**src/rtl/exu_disp_mc_pkg.sv**
```systemverilog
// Shared widths, channel IDs and the slot payload record for the multi-channel dispatcher.
package exu_disp_mc_pkg;

    localparam int XLEN          = 32;
    localparam int RFIDX_WIDTH   = 5;
    localparam int DECINFO_WIDTH = 16;
    localparam int PC_SIZE       = 32;

    typedef enum logic [1:0] {
        DISP_CH_ALU = 2'd0,
        DISP_CH_LSU = 2'd1,
        DISP_CH_MDU = 2'd2
    } disp_ch_e;

    typedef struct packed {
        logic [XLEN-1:0]          rs1;
        logic [XLEN-1:0]          rs2;
        logic                     rdwen;
        logic [RFIDX_WIDTH-1:0]   rdidx;
        logic [DECINFO_WIDTH-1:0] info;
        logic [XLEN-1:0]          imm;
        logic [PC_SIZE-1:0]       pc;
    } disp_pld_t;

endpackage

```
**src/rtl/exu_disp_mc_if.sv**
```systemverilog
// Dispatch bus: decode-side request, per-channel output slots, commit port and OITF occupancy.
interface exu_disp_mc_if
    import exu_disp_mc_pkg::*;
#(
    parameter int NCH        = 3,
    parameter int OSTD_DEPTH = 4
);
    logic                         disp_i_valid;
    logic                         disp_i_ready;
    logic [NCH-1:0]               disp_i_chsel;
    logic                         disp_i_rs1x0;
    logic                         disp_i_rs2x0;
    logic                         disp_i_rs1en;
    logic                         disp_i_rs2en;
    logic [RFIDX_WIDTH-1:0]       disp_i_rs1idx;
    logic [RFIDX_WIDTH-1:0]       disp_i_rs2idx;
    logic [XLEN-1:0]              disp_i_rs1;
    logic [XLEN-1:0]              disp_i_rs2;
    logic                         disp_i_rdwen;
    logic [RFIDX_WIDTH-1:0]       disp_i_rdidx;
    logic [DECINFO_WIDTH-1:0]     disp_i_info;
    logic [XLEN-1:0]              disp_i_imm;
    logic [PC_SIZE-1:0]           disp_i_pc;
    logic [NCH-1:0]               disp_o_valid;
    logic [NCH-1:0]               disp_o_ready;
    logic [NCH*XLEN-1:0]          disp_o_rs1;
    logic [NCH*XLEN-1:0]          disp_o_rs2;
    logic [NCH-1:0]               disp_o_rdwen;
    logic [NCH*RFIDX_WIDTH-1:0]   disp_o_rdidx;
    logic [NCH*DECINFO_WIDTH-1:0] disp_o_info;
    logic [NCH*XLEN-1:0]          disp_o_imm;
    logic [NCH*PC_SIZE-1:0]       disp_o_pc;
    logic                         disp_i_cmt_valid;
    logic [XLEN-1:0]              disp_i_cmt_data;
    logic [$clog2(OSTD_DEPTH):0]  disp_o_ostd_cnt;

    modport slave (
        input  disp_i_valid, disp_i_chsel, disp_i_rs1x0, disp_i_rs2x0, disp_i_rs1en, disp_i_rs2en,
        input  disp_i_rs1idx, disp_i_rs2idx, disp_i_rs1, disp_i_rs2, disp_i_rdwen, disp_i_rdidx,
        input  disp_i_info, disp_i_imm, disp_i_pc, disp_o_ready, disp_i_cmt_valid, disp_i_cmt_data,
        output disp_i_ready, disp_o_valid, disp_o_rs1, disp_o_rs2, disp_o_rdwen, disp_o_rdidx,
        output disp_o_info, disp_o_imm, disp_o_pc, disp_o_ostd_cnt
    );

    modport master (
        output disp_i_valid, disp_i_chsel, disp_i_rs1x0, disp_i_rs2x0, disp_i_rs1en, disp_i_rs2en,
        output disp_i_rs1idx, disp_i_rs2idx, disp_i_rs1, disp_i_rs2, disp_i_rdwen, disp_i_rdidx,
        output disp_i_info, disp_i_imm, disp_i_pc, disp_o_ready, disp_i_cmt_valid, disp_i_cmt_data,
        input  disp_i_ready, disp_o_valid, disp_o_rs1, disp_o_rs2, disp_o_rdwen, disp_o_rdidx,
        input  disp_o_info, disp_o_imm, disp_o_pc, disp_o_ostd_cnt
    );
endinterface

```
**src/rtl/exu_disp_oitf.sv**
```systemverilog
// Outstanding-write FIFO of rd indices with CAM lookups for rs1/rs2/rd and occupancy flags.
module exu_disp_oitf #(
    parameter int DEPTH = 4,
    parameter int IDXW  = 5
)(
    input  logic                    clk,
    input  logic                    rst,
    input  logic                    alloc_i,
    input  logic [IDXW-1:0]         alloc_idx_i,
    input  logic                    retire_i,
    input  logic [IDXW-1:0]         rs1idx_i,
    input  logic [IDXW-1:0]         rs2idx_i,
    input  logic [IDXW-1:0]         rdidx_i,
    output logic                    rs1_hit_o,
    output logic                    rs1_hit_nh_o,
    output logic                    rs2_hit_o,
    output logic                    rs2_hit_nh_o,
    output logic                    rd_hit_o,
    output logic                    full_o,
    output logic                    empty_o,
    output logic [$clog2(DEPTH):0]  cnt_o
);
    localparam int AW = $clog2(DEPTH);

    logic [AW:0]     wptr_q, wptr_d, rptr_q, rptr_d;
    logic [IDXW-1:0] mem_q [DEPTH];
    logic [DEPTH-1:0] ent_vld, is_head, rs1_m, rs2_m, rd_m;

    // Extra wrap bit on each pointer distinguishes full from empty.
    assign cnt_o   = wptr_q - rptr_q;
    assign empty_o = (wptr_q == rptr_q);
    assign full_o  = (wptr_q[AW-1:0] == rptr_q[AW-1:0]) && (wptr_q[AW] != rptr_q[AW]);
    assign wptr_d  = wptr_q + {{AW{1'b0}}, alloc_i};
    assign rptr_d  = rptr_q + {{AW{1'b0}}, retire_i};

    for (genvar gi = 0; gi < DEPTH; gi++) begin : g_ent
        localparam logic [AW-1:0] SLOT = AW'(gi);
        logic [AW-1:0] ofs;
        assign ofs         = SLOT - rptr_q[AW-1:0];
        assign ent_vld[gi] = ({1'b0, ofs} < cnt_o);
        assign is_head[gi] = (SLOT == rptr_q[AW-1:0]);
        assign rs1_m[gi]   = ent_vld[gi] && (mem_q[gi] == rs1idx_i);
        assign rs2_m[gi]   = ent_vld[gi] && (mem_q[gi] == rs2idx_i);
        assign rd_m[gi]    = ent_vld[gi] && (mem_q[gi] == rdidx_i);
    end

    assign rs1_hit_o    = |rs1_m;
    assign rs1_hit_nh_o = |(rs1_m & ~is_head);
    assign rs2_hit_o    = |rs2_m;
    assign rs2_hit_nh_o = |(rs2_m & ~is_head);
    assign rd_hit_o     = |rd_m;

    always_ff @(posedge clk) begin
        if (rst) begin
            wptr_q <= '0;
            rptr_q <= '0;
        end else begin
            wptr_q <= wptr_d;
            rptr_q <= rptr_d;
        end
    end

    // Storage is qualified by ent_vld, so it needs no reset.
    always_ff @(posedge clk) begin
        if (alloc_i)
            mem_q[wptr_q[AW-1:0]] <= alloc_idx_i;
    end
endmodule

```
**src/rtl/exu_disp_mc.sv**
```systemverilog
// Registered multi-channel dispatcher with per-channel output slots and OITF hazard stalls.
// Optional DISP_BYPASS_EN: forwards retiring write data to a source that only hits the OITF head.
module exu_disp_mc
    import exu_disp_mc_pkg::*;
#(
    parameter int             NCH        = 3,
    parameter logic [NCH-1:0] LONG_MASK  = 3'b110,
    parameter int             OSTD_DEPTH = 4
)(
    input logic          clk,
    input logic          rst,
    exu_disp_mc_if.slave bus
);
    localparam logic [NCH-1:0] CH_ONE = NCH'(1);

    logic rs1_hit, rs1_hit_nh, rs2_hit, rs2_hit_nh, rd_hit, oitf_full, oitf_empty;
    logic chsel_ok, sel_free, long_sel, oitf_alloc, accept, retire;
    logic rs1_chk, rs2_chk, rs1_byp, rs2_byp, src_haz, waw_haz;
    logic [NCH-1:0] slot_vld, slot_free;
    disp_pld_t pld_d;

    exu_disp_oitf #(.DEPTH(OSTD_DEPTH), .IDXW(RFIDX_WIDTH)) u_oitf (
        .clk          (clk),
        .rst          (rst),
        .alloc_i      (accept & oitf_alloc),
        .alloc_idx_i  (bus.disp_i_rdidx),
        .retire_i     (retire),
        .rs1idx_i     (bus.disp_i_rs1idx),
        .rs2idx_i     (bus.disp_i_rs2idx),
        .rdidx_i      (bus.disp_i_rdidx),
        .rs1_hit_o    (rs1_hit),
        .rs1_hit_nh_o (rs1_hit_nh),
        .rs2_hit_o    (rs2_hit),
        .rs2_hit_nh_o (rs2_hit_nh),
        .rd_hit_o     (rd_hit),
        .full_o       (oitf_full),
        .empty_o      (oitf_empty),
        .cnt_o        (bus.disp_o_ostd_cnt)
    );

    assign retire     = bus.disp_i_cmt_valid & ~oitf_empty;
    assign slot_free  = ~slot_vld | bus.disp_o_ready;
    assign chsel_ok   = (bus.disp_i_chsel != '0) && ((bus.disp_i_chsel & (bus.disp_i_chsel - CH_ONE)) == '0);
    assign sel_free   = |(bus.disp_i_chsel & slot_free);
    assign long_sel   = |(bus.disp_i_chsel & LONG_MASK);
    assign oitf_alloc = long_sel & bus.disp_i_rdwen & (bus.disp_i_rdidx != '0);
    assign rs1_chk    = bus.disp_i_rs1en & ~bus.disp_i_rs1x0;
    assign rs2_chk    = bus.disp_i_rs2en & ~bus.disp_i_rs2x0;

`ifdef DISP_BYPASS_EN
    assign rs1_byp = rs1_chk & bus.disp_i_cmt_valid & rs1_hit & ~rs1_hit_nh;
    assign rs2_byp = rs2_chk & bus.disp_i_cmt_valid & rs2_hit & ~rs2_hit_nh;
`else
    logic unused_byp;
    assign rs1_byp    = 1'b0;
    assign rs2_byp    = 1'b0;
    assign unused_byp = ^{bus.disp_i_cmt_data, rs1_hit_nh, rs2_hit_nh};
`endif

    // A match against the retiring head still stalls unless bypassed: the regfile write lands at this edge.
    assign src_haz = (rs1_chk & rs1_hit & ~rs1_byp) | (rs2_chk & rs2_hit & ~rs2_byp);
    assign waw_haz = bus.disp_i_rdwen & rd_hit;

    assign bus.disp_i_ready = chsel_ok & sel_free & ~src_haz & ~waw_haz
                            & ~(oitf_alloc & oitf_full & ~bus.disp_i_cmt_valid);
    assign accept = bus.disp_i_valid & bus.disp_i_ready;

    always_comb begin
        pld_d       = '0;
        pld_d.rs1   = (rs1_byp ? bus.disp_i_cmt_data : bus.disp_i_rs1) & ~{XLEN{bus.disp_i_rs1x0}};
        pld_d.rs2   = (rs2_byp ? bus.disp_i_cmt_data : bus.disp_i_rs2) & ~{XLEN{bus.disp_i_rs2x0}};
        pld_d.rdwen = bus.disp_i_rdwen;
        pld_d.rdidx = bus.disp_i_rdidx;
        pld_d.info  = bus.disp_i_info;
        pld_d.imm   = bus.disp_i_imm;
        pld_d.pc    = bus.disp_i_pc;
    end

    for (genvar gi = 0; gi < NCH; gi++) begin : g_slot
        logic      vld_q;
        disp_pld_t pld_q;

        always_ff @(posedge clk) begin
            if (rst) begin
                vld_q <= 1'b0;
                pld_q <= '0;
            end else if (accept && bus.disp_i_chsel[gi]) begin
                vld_q <= 1'b1;
                pld_q <= pld_d;
            end else if (bus.disp_o_ready[gi]) begin
                vld_q <= 1'b0;
            end
        end

        assign slot_vld[gi]                                          = vld_q;
        assign bus.disp_o_valid[gi]                                  = vld_q;
        assign bus.disp_o_rs1[gi*XLEN +: XLEN]                       = pld_q.rs1;
        assign bus.disp_o_rs2[gi*XLEN +: XLEN]                       = pld_q.rs2;
        assign bus.disp_o_rdwen[gi]                                  = pld_q.rdwen;
        assign bus.disp_o_rdidx[gi*RFIDX_WIDTH +: RFIDX_WIDTH]       = pld_q.rdidx;
        assign bus.disp_o_info[gi*DECINFO_WIDTH +: DECINFO_WIDTH]    = pld_q.info;
        assign bus.disp_o_imm[gi*XLEN +: XLEN]                       = pld_q.imm;
        assign bus.disp_o_pc[gi*PC_SIZE +: PC_SIZE]                  = pld_q.pc;
    end

`ifndef SYNTHESIS
    always_ff @(posedge clk) begin
        if (!rst) begin
            if (bus.disp_i_valid)     assert (chsel_ok);
            if (bus.disp_i_cmt_valid) assert (!oitf_empty);
        end
    end
`endif
endmodule
```
**src/flat_wrapper.sv**
```systemverilog
// flat-port wrapper written by rule: the top's interface ports become plain ports
module exu_disp_mc_flat import exu_disp_mc_pkg::*;
#(
    parameter int             NCH        = 3,
    parameter logic [NCH-1:0] LONG_MASK  = 3'b110,
    parameter int             OSTD_DEPTH = 4
)
  (clk, rst, bus_disp_i_valid, bus_disp_i_chsel, bus_disp_i_rs1x0, bus_disp_i_rs2x0, bus_disp_i_rs1en, bus_disp_i_rs2en, bus_disp_i_rs1idx, bus_disp_i_rs2idx, bus_disp_i_rs1, bus_disp_i_rs2, bus_disp_i_rdwen, bus_disp_i_rdidx, bus_disp_i_info, bus_disp_i_imm, bus_disp_i_pc, bus_disp_o_ready, bus_disp_i_cmt_valid, bus_disp_i_cmt_data, bus_disp_i_ready, bus_disp_o_valid, bus_disp_o_rs1, bus_disp_o_rs2, bus_disp_o_rdwen, bus_disp_o_rdidx, bus_disp_o_info, bus_disp_o_imm, bus_disp_o_pc, bus_disp_o_ostd_cnt);
  exu_disp_mc_if #(.NCH(NCH), .OSTD_DEPTH(OSTD_DEPTH)) bus_i ();
  input logic clk;
  input logic rst;
  input wire logic [$bits(bus_i.disp_i_valid)-1:0] bus_disp_i_valid;
  input wire logic [$bits(bus_i.disp_i_chsel)-1:0] bus_disp_i_chsel;
  input wire logic [$bits(bus_i.disp_i_rs1x0)-1:0] bus_disp_i_rs1x0;
  input wire logic [$bits(bus_i.disp_i_rs2x0)-1:0] bus_disp_i_rs2x0;
  input wire logic [$bits(bus_i.disp_i_rs1en)-1:0] bus_disp_i_rs1en;
  input wire logic [$bits(bus_i.disp_i_rs2en)-1:0] bus_disp_i_rs2en;
  input wire logic [$bits(bus_i.disp_i_rs1idx)-1:0] bus_disp_i_rs1idx;
  input wire logic [$bits(bus_i.disp_i_rs2idx)-1:0] bus_disp_i_rs2idx;
  input wire logic [$bits(bus_i.disp_i_rs1)-1:0] bus_disp_i_rs1;
  input wire logic [$bits(bus_i.disp_i_rs2)-1:0] bus_disp_i_rs2;
  input wire logic [$bits(bus_i.disp_i_rdwen)-1:0] bus_disp_i_rdwen;
  input wire logic [$bits(bus_i.disp_i_rdidx)-1:0] bus_disp_i_rdidx;
  input wire logic [$bits(bus_i.disp_i_info)-1:0] bus_disp_i_info;
  input wire logic [$bits(bus_i.disp_i_imm)-1:0] bus_disp_i_imm;
  input wire logic [$bits(bus_i.disp_i_pc)-1:0] bus_disp_i_pc;
  input wire logic [$bits(bus_i.disp_o_ready)-1:0] bus_disp_o_ready;
  input wire logic [$bits(bus_i.disp_i_cmt_valid)-1:0] bus_disp_i_cmt_valid;
  input wire logic [$bits(bus_i.disp_i_cmt_data)-1:0] bus_disp_i_cmt_data;
  output wire logic [$bits(bus_i.disp_i_ready)-1:0] bus_disp_i_ready;
  output wire logic [$bits(bus_i.disp_o_valid)-1:0] bus_disp_o_valid;
  output wire logic [$bits(bus_i.disp_o_rs1)-1:0] bus_disp_o_rs1;
  output wire logic [$bits(bus_i.disp_o_rs2)-1:0] bus_disp_o_rs2;
  output wire logic [$bits(bus_i.disp_o_rdwen)-1:0] bus_disp_o_rdwen;
  output wire logic [$bits(bus_i.disp_o_rdidx)-1:0] bus_disp_o_rdidx;
  output wire logic [$bits(bus_i.disp_o_info)-1:0] bus_disp_o_info;
  output wire logic [$bits(bus_i.disp_o_imm)-1:0] bus_disp_o_imm;
  output wire logic [$bits(bus_i.disp_o_pc)-1:0] bus_disp_o_pc;
  output wire logic [$bits(bus_i.disp_o_ostd_cnt)-1:0] bus_disp_o_ostd_cnt;
  assign bus_i.disp_i_valid = bus_disp_i_valid;
  assign bus_i.disp_i_chsel = bus_disp_i_chsel;
  assign bus_i.disp_i_rs1x0 = bus_disp_i_rs1x0;
  assign bus_i.disp_i_rs2x0 = bus_disp_i_rs2x0;
  assign bus_i.disp_i_rs1en = bus_disp_i_rs1en;
  assign bus_i.disp_i_rs2en = bus_disp_i_rs2en;
  assign bus_i.disp_i_rs1idx = bus_disp_i_rs1idx;
  assign bus_i.disp_i_rs2idx = bus_disp_i_rs2idx;
  assign bus_i.disp_i_rs1 = bus_disp_i_rs1;
  assign bus_i.disp_i_rs2 = bus_disp_i_rs2;
  assign bus_i.disp_i_rdwen = bus_disp_i_rdwen;
  assign bus_i.disp_i_rdidx = bus_disp_i_rdidx;
  assign bus_i.disp_i_info = bus_disp_i_info;
  assign bus_i.disp_i_imm = bus_disp_i_imm;
  assign bus_i.disp_i_pc = bus_disp_i_pc;
  assign bus_i.disp_o_ready = bus_disp_o_ready;
  assign bus_i.disp_i_cmt_valid = bus_disp_i_cmt_valid;
  assign bus_i.disp_i_cmt_data = bus_disp_i_cmt_data;
  assign bus_disp_i_ready = bus_i.disp_i_ready;
  assign bus_disp_o_valid = bus_i.disp_o_valid;
  assign bus_disp_o_rs1 = bus_i.disp_o_rs1;
  assign bus_disp_o_rs2 = bus_i.disp_o_rs2;
  assign bus_disp_o_rdwen = bus_i.disp_o_rdwen;
  assign bus_disp_o_rdidx = bus_i.disp_o_rdidx;
  assign bus_disp_o_info = bus_i.disp_o_info;
  assign bus_disp_o_imm = bus_i.disp_o_imm;
  assign bus_disp_o_pc = bus_i.disp_o_pc;
  assign bus_disp_o_ostd_cnt = bus_i.disp_o_ostd_cnt;
  exu_disp_mc #(.NCH(NCH), .LONG_MASK(LONG_MASK), .OSTD_DEPTH(OSTD_DEPTH)) u_core (.clk(clk), .rst(rst), .bus(bus_i));
endmodule
```
**config.mk**
```make
export PLATFORM = sky130hd
export DESIGN_NAME = exu_disp_mc_flat
export DESIGN_NICKNAME = d
export VERILOG_FILES = /design/src/rtl/exu_disp_mc_pkg.sv /design/src/rtl/exu_disp_mc_if.sv /design/src/rtl/exu_disp_oitf.sv /design/src/rtl/exu_disp_mc.sv /design/src/flat_wrapper.sv
export SDC_FILE = /design/constraint.sdc
export NUM_CORES = 1
export LEC_CHECK = 0
export BUFFER_PORTS_ARGS = -buffer_cell sky130_fd_sc_hd__buf_2
export CORE_AREA = 2 2 255 257
export CTS_CLUSTER_SIZE = 10
export DETAILED_ROUTE_END_ITERATION = 8
export DIE_AREA = 0 0 257 259
export PLACE_DENSITY = 0.61
export SYNTH_ARGS = -nofsm -noshare
export SYNTH_HDL_FRONTEND = slang
export SYNTH_SLANG_ARGS = --single-unit
```
**constraint.sdc**
```tcl
create_clock -name clk -period 4.7 [get_ports clk]
set_input_delay 0.94 -clock clk [delete_from_list [all_inputs] [get_ports clk]]
set_output_delay 0.94 -clock clk [all_outputs]
set_load 0.005 [all_outputs]
```
==> results.yml <==
run_status:
  status: "finished clean"
placed_design:
  io_buffers: 630
  dpl.cell_count: 3202
  place_hpwl_microns: 41100
  place_congestion: 0.900
  placed_area_sq_um: 23700
global_routing:
  grt_pass1_wl_microns: 89500
  grt_max_degree: 190
  first_global_vias: 15590
  grt_antenna_before_repair: 8
  grt_usage_pct: 16.9
  grt-ovfl-total: 0
die:
  ioPinCount: 663
  die_height_microns: 259
  rows: 93
  die_x_microns: 257
  dieArea_sq_um: 66600
  start_util_pct: 31.2
  core_area_sq_um: 63900
cells_and_area:
  utilization_pct: 39.6
  syn2layout_area_growth_pct: 27.1
  final_cells: 3278
  layout-drive-gt1-share_pct: 30.2
  finalInstanceArea_sq_um: 25300
  layout.nets: 2627
yosys:
  syn-cell-area_sq_um: 19900
  synth_most_common_cell: "nand2b_1"
  synth_commonest_cells: "nand2b_1, dfxtp_1, mux2i_1"
  synth-async-reset-ratio_pct: 0
  syn_avg_cell_area_sq_um: 10.9
  synth-seq-area-share_pct: 49.2
  synth_nets: 2045
  synth_top_area_cell: "dfxtp_1"
  ys_ff_latch: 479
  synth_edf_count: 20
  synth_top_area_share_pct: 46.2
  ys_warn_count: 0
  synthCells: 1825
  synth_ff_type: "dfxtp_1"
  synth_cell_types: 34
  synth_area_leaders: "dfxtp_1, mux2i_1, nand2b_1"
drt:
  avgViaCountPerCell: 4.53
  wire_per_inst_microns: 17.9
  drt_iter0_drc: 660
  wl_microns: 58800
  firstDrtPassIters: 4
  drc_errors: 0
  vias: 14860
  ant_nets: 0
critical_path:
  crit_chain: "inv_1 -> ha_1 -> inv_1 -> fa_1 -> inv_1 -> ha_1 -> nor2b_1 -> o21a_2 -> nor4_4 -> o41ai_2 -> buf_4 -> nand4_1 -> inv_1 -> buf_2"
  worst_setup_path_end_kind: "primary output"
  cp-start-kind: "register"
  critPathSlowestCell: "fa_1"
  crit_required_ns: 3.76
  crit_type: "reg -> out"
  critPathTopFamily: "adder cells"
  crit_top_cell: "inv_1"
  crit_fanout: 5
  cpPeakStageDelay_ns: 0.42
  critPathArrivalTime_ns: 3.47
  critPathBufInv: 6
timing:
  setup_viol: 0
  tightest_slew_ns: 1.00
  fmax_mhz: 227
  fin_crit_sh_pct: 93.9
  relSlewSlack_pct: 33.1
  post-route-min-period_ns: 4.41
  hold_viol: 0
  slew_violations: 0
  fin_skew_ns: 0.0293
clock_network:
  cts_buffers: 55
  cts_hold_buf: 0
  cts.sinks: 479
  h-tree-depth: 2
  cts_tree: "built"
  clk_pin_slew_ns: 0.05
  clock_path_buffers: 3
  root_buffer: "clkbuf_16"
  worstSkewPairLatency_ns: 0.60
flow_run:
  max-cap-violations: 0
power:
  powerDensity_nw_per_um2: 354
  p_leak_nw: 12.5
  irDropWorstVdd_mv: 0.236
worst_hold_path:
  hp-class: "reg -> reg"
==> what timing repair did <==
item,CTS,global route
pin swaps,0,2
setup endpoints to repair,1,1
resized for setup,2,7
setup buffers,0,3
==> cells by family after synthesis <==
| group | after synthesis | share of synthesized area [%] |
|---|---|---|
| adders and majority gates | 14 | 0.918 |
| and+or+nand+nor | 660 | 19.8 |
| AOI/OAI and AO/OA | 16 | 0.597 |
| muxes | 450 | 22.6 |
| DFF | 479 | 49.2 |
| buffers and inverters | 141 | 3.97 |
| xor gates and xnor gates | 65 | 2.94 |
==> placed cells by master (no fill, tap or decap), types with 3 or more instances in the layout <==
master     instances
nand4_1            3
buf_2            629
nor2b_1           12
inv_1             10
nand2_1           66
nor4_1            12
dfxtp_1          459
mux2i_1          450
clkbuf_1           8
o41ai_2            3
buf_4             16
nor4_2             3
nand2b_1         538
o21a_1             4
a21oi_1            3
buf_12            10
edfxtp_1          20
xnor2_1           38
nor2_1             5
ha_1              13
nand3_1           13
clkbuf_16         56
xor2_1            26
==> tightest hold or removal path, stage by stage, from the launching register on <==
cell	delay (ns)
dfxtp_1	0.30
nand2b_1	0.06
mux2i_1	0.06
==> state kept, by name (all words and copies together), names as in the netlist, 15 cells and up <==
register                 flops
u_core.bus.disp_o_info      48
u_core.u_oitf.mem_q         20
u_core.bus.disp_o_imm       96
u_core.bus.disp_o_rdidx     15
u_core.bus.disp_o_pc        96
u_core.bus.disp_o_rs1       96
u_core.bus.disp_o_rs2       96
==> power breakdown <==
group	switching [mW]	internal (mW)
Sequential	0.0669	4.22
Combinational	0.454	0.405
Clock	1.62	2.20
Total	2.14	6.82
==> path summary, 6_finish.rpt <==
kind / start / end / cells past startpoint / slack, ns
hold / removal: u_core.bus.disp_o_rs1[59]$_SDFFE_PP0P_ / u_core.bus.disp_o_rs1[59]$_SDFFE_PP0P_ / 2 / 0.47
hold reg to reg: u_core.bus.disp_o_rs1[59]$_SDFFE_PP0P_ / u_core.bus.disp_o_rs1[59]$_SDFFE_PP0P_ / 2 / 0.47
setup / recovery: u_core.u_oitf.wptr_q[0]$_SDFF_PP0_ / bus_disp_i_ready / 14 / 0.29
setup reg to reg: u_core.u_oitf.wptr_q[0]$_SDFF_PP0_ / u_core.bus.disp_o_rs2[24]$_SDFFE_PP0P_ / 14 / 0.79
==> metrics by stage <==
stage               setup WS (ns)  hold slack, ns  TNS (ns)  power, mW
floorplan                    1.04           0.465         0       4.87
global placement            0.679           0.455         0       5.21
detailed placement          0.565           0.459         0       5.23
CTS                        0.0902           0.471         0       9.10
global route              -0.0121           0.485   -0.0121       9.33
finish                      0.286           0.470         0       8.97
==> area by class of cell <==
cell class	count	area [sq um]
clock inverters	5	65.1
well taps	855	1070
repair buffers	656	3480
multi-input cells	1205	9400
fillers	6297	38600
flip-flops and latches	479	9790
inverters	10	37.5
clock buffers	66	1460
diodes	2	5.00
==> layer usage <==
metal  wire length [microns]  GRT usage (%)
met1                   23700           19.0
met2                   28000           29.1
met3                    4570           5.62
met4                    2430           7.45
met5                      71              0
Note: power is estimated with default switching activity, not from simulation.
